### config.mk
export PLATFORM = sky130hd
export DESIGN_NAME = arb_client_requester_flat
export DESIGN_NICKNAME = d
export VERILOG_FILES = /design/src/rtl/arb_client_requester_if.sv /design/src/rtl/arb_client_requester.sv /design/src/flat_wrapper.sv
export SDC_FILE = /design/constraint.sdc
export NUM_CORES = 1
export LEC_CHECK = 0
export CORE_ASPECT_RATIO = 1.5
export CORE_MARGIN = 8
export CORE_UTILIZATION = 54
export DETAILED_ROUTE_END_ITERATION = 8
export GPL_ROUTABILITY_DRIVEN = 0
export PLACE_DENSITY = 0.79
export REMOVE_ABC_BUFFERS = 1
export SYNTH_ARGS = -nofsm -noshare
export SYNTH_HDL_FRONTEND = slang
export SYNTH_SLANG_ARGS = --single-unit
### constraint.sdc
create_clock -name clk -period 3.16 [get_ports clk]
set_clock_uncertainty 0.1 [all_clocks]
set_input_delay 0.632 -clock clk [delete_from_list [all_inputs] [get_ports clk]]
set_output_delay 0.632 -clock clk [all_outputs]
set_load 0.02 [all_outputs]
### src/rtl/arb_client_requester_if.sv
// Bundle of signals between the client requester, the arbiter and the shared beat bus.
// The master modport is the requester's side of the bundle.
interface arb_client_requester_if;
    logic [3:0] job;
    logic [3:0] grant;
    logic [3:0] request;
    logic       beat_valid;
    logic [1:0] beat_owner;
    logic [3:0] beat_idx;
    logic [3:0] job_done;
    logic [3:0] overflow;
    logic       proto_err;

    modport master (
        input  job, grant,
        output request, beat_valid, beat_owner, beat_idx, job_done, overflow, proto_err
    );

    modport slave (
        output job, grant,
        input  request, beat_valid, beat_owner, beat_idx, job_done, overflow, proto_err
    );
endinterface

### src/rtl/arb_client_requester.sv
// Client side of a 4-way round-robin arbiter: per-client pending-job counters,
// a request vector, and a fixed-length burst on the shared beat bus for each grant.
module arb_client_requester #(
    parameter int unsigned BURST_LEN = 4,
    parameter int unsigned QMAX      = 7
) (
    input logic                    clk,
    input logic                    rst,
    arb_client_requester_if.master bus
);
    typedef enum logic [1:0] {IDLE, BURST, RELEASE} state_t;

    localparam logic [3:0] LAST_BEAT = 4'(BURST_LEN - 1);
    localparam logic [3:0] PEND_MAX  = 4'(QMAX);

    state_t     state;
    logic [3:0] pend [4];
    logic [1:0] owner;
    logic [3:0] beat_idx;
    logic       beat_valid;
    logic [3:0] job_done;
    logic [3:0] overflow;
    logic       proto_err;

    logic [3:0] request;
    logic [3:0] dec;
    logic [1:0] grant_idx;
    logic       grant_onehot;
    logic       grant_held;
    logic       last_beat;

    always_comb begin
        request   = '0;
        grant_idx = '0;
        for (int unsigned i = 0; i < 4; i++) begin
            request[i] = (pend[i] != '0) && !(state == RELEASE && owner == 2'(i));
            if (bus.grant[i]) grant_idx = 2'(i);
        end
        grant_onehot = (bus.grant != '0) && ((bus.grant & (bus.grant - 4'd1)) == '0);
        grant_held   = bus.grant[owner];
        last_beat    = (beat_idx == LAST_BEAT);
        dec          = (state == BURST && grant_held && last_beat) ? (4'b0001 << owner) : '0;
    end

    // A job and a completion on the same client cancel out, so a full queue can still accept it.
    always_ff @(posedge clk or negedge rst) begin
        if (!rst) begin
            for (int unsigned i = 0; i < 4; i++) pend[i] <= '0;
            overflow <= '0;
        end else begin
            for (int unsigned i = 0; i < 4; i++) begin
                overflow[i] <= 1'b0;
                if (bus.job[i] && !dec[i]) begin
                    if (pend[i] == PEND_MAX) overflow[i] <= 1'b1;
                    else                     pend[i]     <= pend[i] + 4'd1;
                end else if (!bus.job[i] && dec[i]) begin
                    pend[i] <= pend[i] - 4'd1;
                end
            end
        end
    end

    always_ff @(posedge clk or negedge rst) begin
        if (!rst) begin
            state      <= IDLE;
            owner      <= '0;
            beat_idx   <= '0;
            beat_valid <= 1'b0;
            job_done   <= '0;
            proto_err  <= 1'b0;
        end else begin
            job_done  <= '0;
            proto_err <= 1'b0;
            case (state)
                IDLE: begin
                    if (bus.grant != '0) begin
                        if (grant_onehot && (bus.grant & request) != '0) begin
                            state      <= BURST;
                            owner      <= grant_idx;
                            beat_idx   <= '0;
                            beat_valid <= 1'b1;
                        end else begin
                            proto_err <= 1'b1;
                        end
                    end
                end
                BURST: begin
                    if (!grant_held) begin
                        proto_err  <= 1'b1;
                        beat_valid <= 1'b0;
                        state      <= IDLE;
                    end else if (last_beat) begin
                        job_done   <= dec;
                        beat_valid <= 1'b0;
                        state      <= RELEASE;
                    end else begin
                        beat_idx <= beat_idx + 4'd1;
                    end
                end
                RELEASE: state <= IDLE;
                default: state <= IDLE;
            endcase
        end
    end

    assign bus.request    = request;
    assign bus.beat_valid = beat_valid;
    assign bus.beat_owner = owner;
    assign bus.beat_idx   = beat_idx;
    assign bus.job_done   = job_done;
    assign bus.overflow   = overflow;
    assign bus.proto_err  = proto_err;
endmodule
### src/flat_wrapper.sv
// flat-port wrapper written by rule: the top's interface ports become plain ports
module arb_client_requester_flat 
#(
    parameter int unsigned BURST_LEN = 4,
    parameter int unsigned QMAX      = 7
)
  (clk, rst, bus_job, bus_grant, bus_request, bus_beat_valid, bus_beat_owner, bus_beat_idx, bus_job_done, bus_overflow, bus_proto_err);
  arb_client_requester_if bus_i ();
  input logic clk;
  input logic rst;
  input wire logic [$bits(bus_i.job)-1:0] bus_job;
  input wire logic [$bits(bus_i.grant)-1:0] bus_grant;
  output wire logic [$bits(bus_i.request)-1:0] bus_request;
  output wire logic [$bits(bus_i.beat_valid)-1:0] bus_beat_valid;
  output wire logic [$bits(bus_i.beat_owner)-1:0] bus_beat_owner;
  output wire logic [$bits(bus_i.beat_idx)-1:0] bus_beat_idx;
  output wire logic [$bits(bus_i.job_done)-1:0] bus_job_done;
  output wire logic [$bits(bus_i.overflow)-1:0] bus_overflow;
  output wire logic [$bits(bus_i.proto_err)-1:0] bus_proto_err;
  assign bus_i.job = bus_job;
  assign bus_i.grant = bus_grant;
  assign bus_request = bus_i.request;
  assign bus_beat_valid = bus_i.beat_valid;
  assign bus_beat_owner = bus_i.beat_owner;
  assign bus_beat_idx = bus_i.beat_idx;
  assign bus_job_done = bus_i.job_done;
  assign bus_overflow = bus_i.overflow;
  assign bus_proto_err = bus_i.proto_err;
  arb_client_requester #(.BURST_LEN(BURST_LEN), .QMAX(QMAX)) u_core (.clk(clk), .rst(rst), .bus(bus_i));
endmodule
### Word level (Yosys, flattened, before mapping)

Cells that the tools add are included.

| storage, ports and cells | value |
|---|---|
| output and inout port bits | 20 |
| logic and storage cells | 146 |
| bits of input ports | 10 |
| bits in registers | 34 |

| cells by class | value |
|---|---|
| order comparisons | 1 |
| $add $sub $neg | 10 |
| multiplexer cells | 48 |
| reduce and logical (&&, ||, !) cells | 54 |
| shifts and indexed selects | 1 |
| equality and inequality tests | 19 |
| bitwise logic cells | 2 |

Operator list:

| kind | number |
|---|---|
| 4-bit two-way mux | 20 |
| 4-bit nonzero test | 6 |
| 4-bit by 1-bit adder with 4-bit output (second input constant) | 5 |
| 1-bit logical AND | 20 |
| 4-bit by 1-bit subtractor with 4-bit output (second input constant) | 5 |
| 1-bit two-way mux | 17 |
| 4-bit by 3-bit equality test with 1-bit output (second input constant) | 4 |
| 1-bit zero test | 12 |
| 2-bit two-way mux | 6 |
| 2-bit != test (second input constant) | 5 |
| 2-bit nonzero test | 5 |
| 4-bit bitwise AND | 2 |
| 4-bit case mux with 2 select lines | 1 |
| 2-bit AND reduction | 4 |
| 2-bit equality test (second input constant) | 3 |
| 2-bit by 1-bit != test with 1-bit output (second input constant) | 3 |
| 3-bit AND reduction | 2 |
| 5-bit AND reduction | 1 |
| 2-bit by 1-bit equality test with 1-bit output (second input constant) | 2 |
| 4-bit by 2-bit equality test with 1-bit output (second input constant) | 1 |
| 2-bit zero test | 2 |
| 4-bit zero test | 1 |
| 1-bit case mux with 2 select lines | 2 |
| 2-bit case mux with 2 select lines | 1 |
| other kinds (5) | 5 |

### Longest topological paths before layout

Gate-level depths: netlist (run 1).

| logic depth | value |
|---|---|
| word-level depth | 10 |
| gate-level depth with buffers | 12 |
| mapped depth without buffers | 11 |

### Worst setup path before layout (run 1)

OpenSTA, ideal clock, no wires.

| timing path | value |
|---|---|
| path kind | register to register |
| start | register u_core.beat_idx[0] (netlist: u_core.bus.beat_idx[0]) |
| end | register u_core.pend[15] in the netlist's numbering |
| data required time | 2.940 ns |
| clock period less this slack | 2.770 ns |
| cell stages (with the launch flop) | 10 |
| library setup time | 0.120 ns |
| data arrival time | 2.550 ns |
| slack | 0.390 ns |
| path buffers | 0 |
| cells stage by stage | dfrtp_1 > ha_1 > nor3b_4 > nand4_1 > nand2_1 > ha_1 > a21o_1 > a21o_1 > or3_1 > a31o_2 |

| on the way | value |
|---|---|
| cells in the longest elaborated chain, start to end | 7 |
| elaborated cells on any way between the ends | 10 |
| those cells by class | eq/ne: 2; mux: 2; reduce/logical: 6 |

RTL lines:

| item | line | RTL |
|---|---|---|
| start, declared | arb_client_requester.sv:19 | `logic [3:0] beat_idx;` |
| start signal, assigned | arb_client_requester.sv:97 | `beat_idx <= beat_idx + 4'd1;` |
| 4-bit by 2-bit equality test with 1-bit output * | arb_client_requester.sv:41 | `last_beat = (beat_idx == LAST_BEAT);` |
| 1-bit logical AND * | arb_client_requester.sv:42 | `dec = (state == BURST && grant_held && last_beat) ? (4'b0001 << owner) : '0;` |
| 4-bit two-way mux * | arb_client_requester.sv:42 |  |
| 1-bit zero test | arb_client_requester.sv:53 | `if (bus.job[i] && !dec[i]) begin` |
| 1-bit logical AND | arb_client_requester.sv:53 |  |
| 2-bit != test (no line) or 2-bit nonzero test (tied branches) | - |  |
| 2-bit AND reduction (no line) | - |  |
| end signal, assigned by index | arb_client_requester.sv:55 | `else pend[i] <= pend[i] + 4'd1;` |
| end signal, assigned by index | arb_client_requester.sv:57 | `pend[i] <= pend[i] - 4'd1;` |
| end, declared | arb_client_requester.sv:17 | `logic [3:0] pend [4];` |

Every way passes the cells marked *; elsewhere a longest branch is shown, timed or not.
A chain may end at the register's enable or synchronous reset.

### Worst setup path after layout (run 1)

| timing path | value |
|---|---|
| start | register u_core.beat_idx[0] (netlist: u_core.bus.beat_idx[0]) |
| end | register u_core.pend[11] in the netlist's numbering |

Same word-level chain as after synthesis.

==> out/qor.yml, run 1 <==
timing:
  slew_violations: 0
  setup_tns_ns: 0
  slew_headroom: 0.662
  rsz0062_at_grt: "false"
  period_share: 0.886
  clock.fmax_mhz: 357
  finalHoldViolCount: 0
  max_slew.worst_pin.slew_ns: 0.502
  setup_viol: 0
  period_minus_slack_ns: 2.80
power:
  leakage_nw: 1.17
  cellPowerDensity_nw_per_um2: 860
  vdd_drop_max_mv: 0.512
  p_total_mw: 2.23
worst_setup_path:
  r2r-start: "u_core.bus.beat_idx[0]"
  reg2reg_to: "u_core.pend[11]"
  rrSetupSlack_ns: 0.36
  path_class: "register to register"
  r2r_cells: 10
  critPathArrivalTime_ns: 2.84
  cp-start-kind: "register"
  endpoint_kind: "register"
  path_max_fanout: 8
  cp_data_required_time_ns: 3.21
cts:
  clockBufferDepth: 2
  clock-root-buffer: "clkbuf_8"
  hold_buffers: 0
  cts_setup_buffers: 0
  clk_latency_ns: 0.28
  cts_resized: 0
  cts_tree: "yes"
  cts.sinks: 34
  cts_made_buffers: 5
  clkTransAtPathRegs_ns: 0.07
  htree_levels: 2
worst_hold_path:
  min_path_cells: 1
  hold_path.class: "register to register"
  whs_endpoint: "u_core.pend[11]"
  worstHoldStart: "u_core.pend[11]"
floorplanning:
  dieArea_sq_um: 6240
  die_y_um: 92.8
  die_w_um: 67.2
  start_util: 0.551
  coreArea_sq_um: 3850
  rows: 28
  io_pins: 30
grt:
  grt_pass1_wl_mm: 7.82
  grt_usage: 0.160
  antenna_found_initial: 0
  grt_max_degree: 35
  grt-ovfl-total: 0
  first_global_vias: 1718
synthesis:
  ys_warn_count: 0
  synth_edf_count: 0
  synth_top_cells_by_count: "dfrtp_1, inv_1, nor2_1"
  synthArstFlopShare: 1.00
  synth_top_area_frac: 0.401
  synth_seq_area_share: 0.401
  synth_cell_types: 53
  syn_area_sq_um: 2120
  synth_seq_cells: 34
  yosysMostFrequentCell: "dfrtp_1"
  ys_top_cells_by_area: "dfrtp_1, ha_1, mux2_2"
  synthCells: 204
  ys.flop_type: "dfrtp_1"
  yosysTopAreaCell: "dfrtp_1"
  synth.avg_cell_area_sq_um: 10.4
final_layout:
  fin_util: 0.672
  final_area_sq_um: 2590
  fill_cells: 317
  antenna-diode-count: 0
  multi_input_area_sq_um: 1190
  syn2layout_area_growth_pct: 22.0
  finalNetCount: 267
  regArea_sq_um: 851
  final_cells: 290
  drive_gt1_frac: 0.155
drt:
  wire_per_inst_um: 15.7
  drt_wl_total_mm: 4.57
  vias: 1751
  drt-pass1-iter-count: 4
  drt_iter0_drc: 77
  vias_per_cell: 6.04
  ant_nets: 0
  drc_errors: 0
status:
  status: "completed"
place:
  place_area_sq_um: 2500
  dp_cells: 282
  port-buffer-count: 29
  hpwlAfterDp_mm: 3.40
run:
  maxCapViolCount: 0
## metrics by stage
step	setup WS, ns	hold slack [ns]
floorplan	0.379	0.236
detailed placement	0.202	0.421
finish	0.362	0.421
CTS	0.333	0.431
global placement	0.272	0.411
global route	0.0723	0.454
## worst max-delay path by stage
stage | startpoint | to | slack, ns | cells past startpoint
finish | u_core.bus.beat_idx[0] | u_core.pend[11] | 0.36 | 10
global route | u_core.bus.beat_idx[0] | u_core.pend[11] | 0.07 | 10
CTS | u_core.bus.beat_idx[0] | u_core.pend[11] | 0.33 | 10
detailed placement | bus_grant[3] | u_core.pend[3] | 0.20 | 10
global placement | bus_grant[1] | u_core.pend[11] | 0.27 | 9
floorplan | u_core.bus.beat_idx[0] | u_core.pend[15] | 0.38 | 9
## cells in the final DEF, fill, tap and decap left out, types with 9 or more instances in the layout
master           instances
dfrtp_1                 34
clkdlybuf4s50_1         29
inv_1                   14
nor2_1                  11
nand3_1                 10
o21ai_0                  9
a21o_1                   9
ha_1                     9
## area by class of cell
class	instances	share of cell area
clock buffers	7	0.0333
clock inverters	1	0.00193
inverters	14	0.0203
multi-input cells	152	0.459
flip-flops and latches	34	0.329
well taps	45	0.0217
repair buffers	37	0.135
## registers in the layout, indices dropped and copies added (netlist names)
register and count:
u_core.bus.beat_valid 1, u_core.bus.job_done 4, u_core.bus.beat_owner 2, u_core.bus.overflow 4
u_core.bus.proto_err 1, u_core.pend 16, u_core.bus.beat_idx 4, u_core.state 2
## power by group
| part | switching, mW | leakage [nW] | total (mW) | internal, mW |
|---|---|---|---|---|
| clock network | 0.153 | 0.0482 | 0.328 | 0.176 |
| logic | 0.487 | 0.699 | 1.02 | 0.537 |
| registers | 0.275 | 0.422 | 0.877 | 0.602 |
| total | 0.914 | 1.17 | 2.23 | 1.31 |
## per-layer routing
| metal | vias to the layer above | track usage | wire length (um) |
|---|---|---|---|
| met5 | - | 0 | 0 |
| met4 | 0 | 0.0771 | 104 |
| met3 | 10 | 0.0411 | 233 |
| met2 | 45 | 0.278 | 2420 |
| met1 | 854 | 0.171 | 1810 |
| li1 | 842 | - | - |
## cell families (layout without fill, tap and decap cells)
family          Yosys count  after routing  synth area share
simple gates             65             65             0.178
compound gates           53             53             0.184
flops                    34             34             0.401
buf+inv                  18             59            0.0395
fa+ha+maj                13             13            0.0908
mux                      12             12            0.0695
xor+xnor                  9              9            0.0371
## critical path, stage by stage (launching register included)
cell      delay, ns
dfrtp_1        0.40
ha_1           0.21
nor3b_4        0.40
nand4_1        0.17
and2_1         0.22
inv_1          0.14
ha_1           0.26
a21o_1         0.16
a21o_1         0.21
o311ai_0       0.26
o21ai_0        0.14
(Power assumes the default switching activity.)
==> run 2: changes to the inputs <==
Settings changed: CORE_UTILIZATION 54 to 55, PLACE_DENSITY 0.79 to 0.8, TNS_END_PERCENT set to 1.
Clock period 3.16 ns to 3.5 ns, I/O delays scaled along.
==> run 2 against run 1 <==
Against the previous run:
- global-route usage shrank 0.12 points
- final area is 1.1% lower
- first-iteration DRC count shrank 16%
- sequential share of layout area increased by 0.37 points
- flip-flop and latch count did not move
- core utilization is 2.3 points higher
- critical path depth is the same
- critical endpoint is now u_core.pend[3]
- largest cell class unchanged
==> out/qor.yml, run 2 (same netlist as run 1, synthesis figures left out) <==
timing:
  slew_headroom: 0.643
  slew_violations: 0
  finalHoldViolCount: 0
  rsz0062_at_grt: "false"
  setup_tns_ns: 0
  period_minus_slack_ns: 3.01
  max_slew.worst_pin.slew_ns: 0.529
  setup_ws_ns: 0.485
  setup_viol: 0
  clock.fmax_mhz: 332
  period_share: 0.861
  holdWs_ns: 0.433
drt:
  ant_nets: 0
  drt_iter0_drc: 65
  vias_per_cell: 6.11
  vias: 1723
  drt_wl_total_mm: 4.43
  wire_per_inst_um: 15.7
  drt-pass1-iter-count: 4
  drc_errors: 0
grt:
  grt_pass1_wl_mm: 7.85
  grt_usage: 0.158
  grt_max_degree: 35
  antenna_found_initial: 0
  grt-ovfl-total: 0
  first_global_vias: 1771
final_layout:
  multi_input_area_sq_um: 1190
  antenna-diode-count: 0
  fin_util: 0.696
  finalNetCount: 261
  largest_reg_flops: 16
  regArea_sq_um: 851
  final_area_sq_um: 2560
  syn2layout_area_growth_pct: 20.6
  top_register: "u_core.pend"
  fill_cells: 291
  drive_gt1_frac: 0.138
  final_cells: 282
  final_cell_mix: "dfrtp_1, clkdlybuf4s50_1, inv_1"
  final_common_cell: "dfrtp_1"
cts:
  clock-root-buffer: "clkbuf_8"
  cts_made_buffers: 5
  clockBufferDepth: 2
  cts_resized: 0
  clk_latency_ns: 0.29
  cts_tree: "yes"
  htree_levels: 2
  clkTransAtPathRegs_ns: 0.07
  cts_setup_buffers: 0
  hold_buffers: 0
  cts.sinks: 34
worst_setup_path:
  max_stage_delay_ns: 0.59
  critical_path.endpoint: "u_core.pend[3]"
  critPathArrivalTime_ns: 3.07
  critical_path.cell_chain: "clkdlybuf4s50_1 -> and3_1 -> nand3_1 -> and2_1 -> inv_1 -> ha_1 -> a21o_1 -> a21o_1 -> o311ai_0 -> o21ai_0"
  cpMostUsedCell: "a21o_1"
  r2r-start: "u_core.bus.beat_idx[0]"
  rrSetupSlack_ns: 0.49
  path_class: "input pin to register"
  reg2reg_to: "u_core.pend[15]"
  critPathLaunch: "bus_grant[3]"
  endpoint_kind: "register"
  cp-start-kind: "input pin"
  slowest_stage: "clkdlybuf4s50_1"
  path_max_fanout: 7
  r2r_cells: 9
  cp_data_required_time_ns: 3.55
place:
  port-buffer-count: 29
  dp_cells: 274
  place_area_sq_um: 2450
  post-place-ws_ns: 0.209
  hpwlAfterDp_mm: 3.26
floorplanning:
  die_w_um: 66.7
  die_y_um: 92.1
  dieArea_sq_um: 6150
  rows: 27
  io_pins: 30
  start_util: 0.577
  coreArea_sq_um: 3680
run:
  maxCapViolCount: 0
power:
  p_total_mw: 2.05
  leakage_nw: 1.15
  cellPowerDensity_nw_per_um2: 800
  vdd_drop_max_mv: 0.517
status:
  status: "completed"
worst_hold_path:
  hold_path.class: "register to register"
## run 2: cell type report
| class | count | share of cell area |
|---|---|---|
| inverter | 14 | 0.0205 |
| sequential | 34 | 0.332 |
| tap | 43 | 0.0210 |
| clock buffer | 8 | 0.0430 |
| timing repair buffer | 31 | 0.119 |
| multi-input combinational | 152 | 0.464 |
## run 2: worst max-delay path, delay by kind of cell
kind | cells | cell delay, ns
compound gates | 4 | 0.79
buf+inv | 2 | 0.72
simple gates | 3 | 0.60
fa+ha+maj | 1 | 0.25
## run 2: worst min path at each step
stage / from / end / slack (ns) / cells after the start
after floorplan: rst / u_core.bus.beat_idx[0] / 0.30 / 0
after global placement: u_core.pend[11] / u_core.pend[11] / 0.42 / 1
after detailed placement: u_core.bus.beat_valid / u_core.bus.beat_valid / 0.43 / 2
after CTS: u_core.bus.beat_valid / u_core.bus.beat_valid / 0.43 / 2
after global routing: u_core.bus.beat_valid / u_core.bus.beat_valid / 0.46 / 2
final: u_core.bus.beat_valid / u_core.bus.beat_valid / 0.43 / 2
## run 2: routing by layer
metal,track usage,wire [um]
met3,0.0414,214
met5,0,0
met1,0.179,1770
met4,0.0769,65
met2,0.263,2380
## run 2: power by group
group | switching (mW) | internal, mW | total [mW]
combinational | 0.439 | 0.483 | 0.922
clock | 0.140 | 0.199 | 0.339
sequential | 0.244 | 0.544 | 0.788
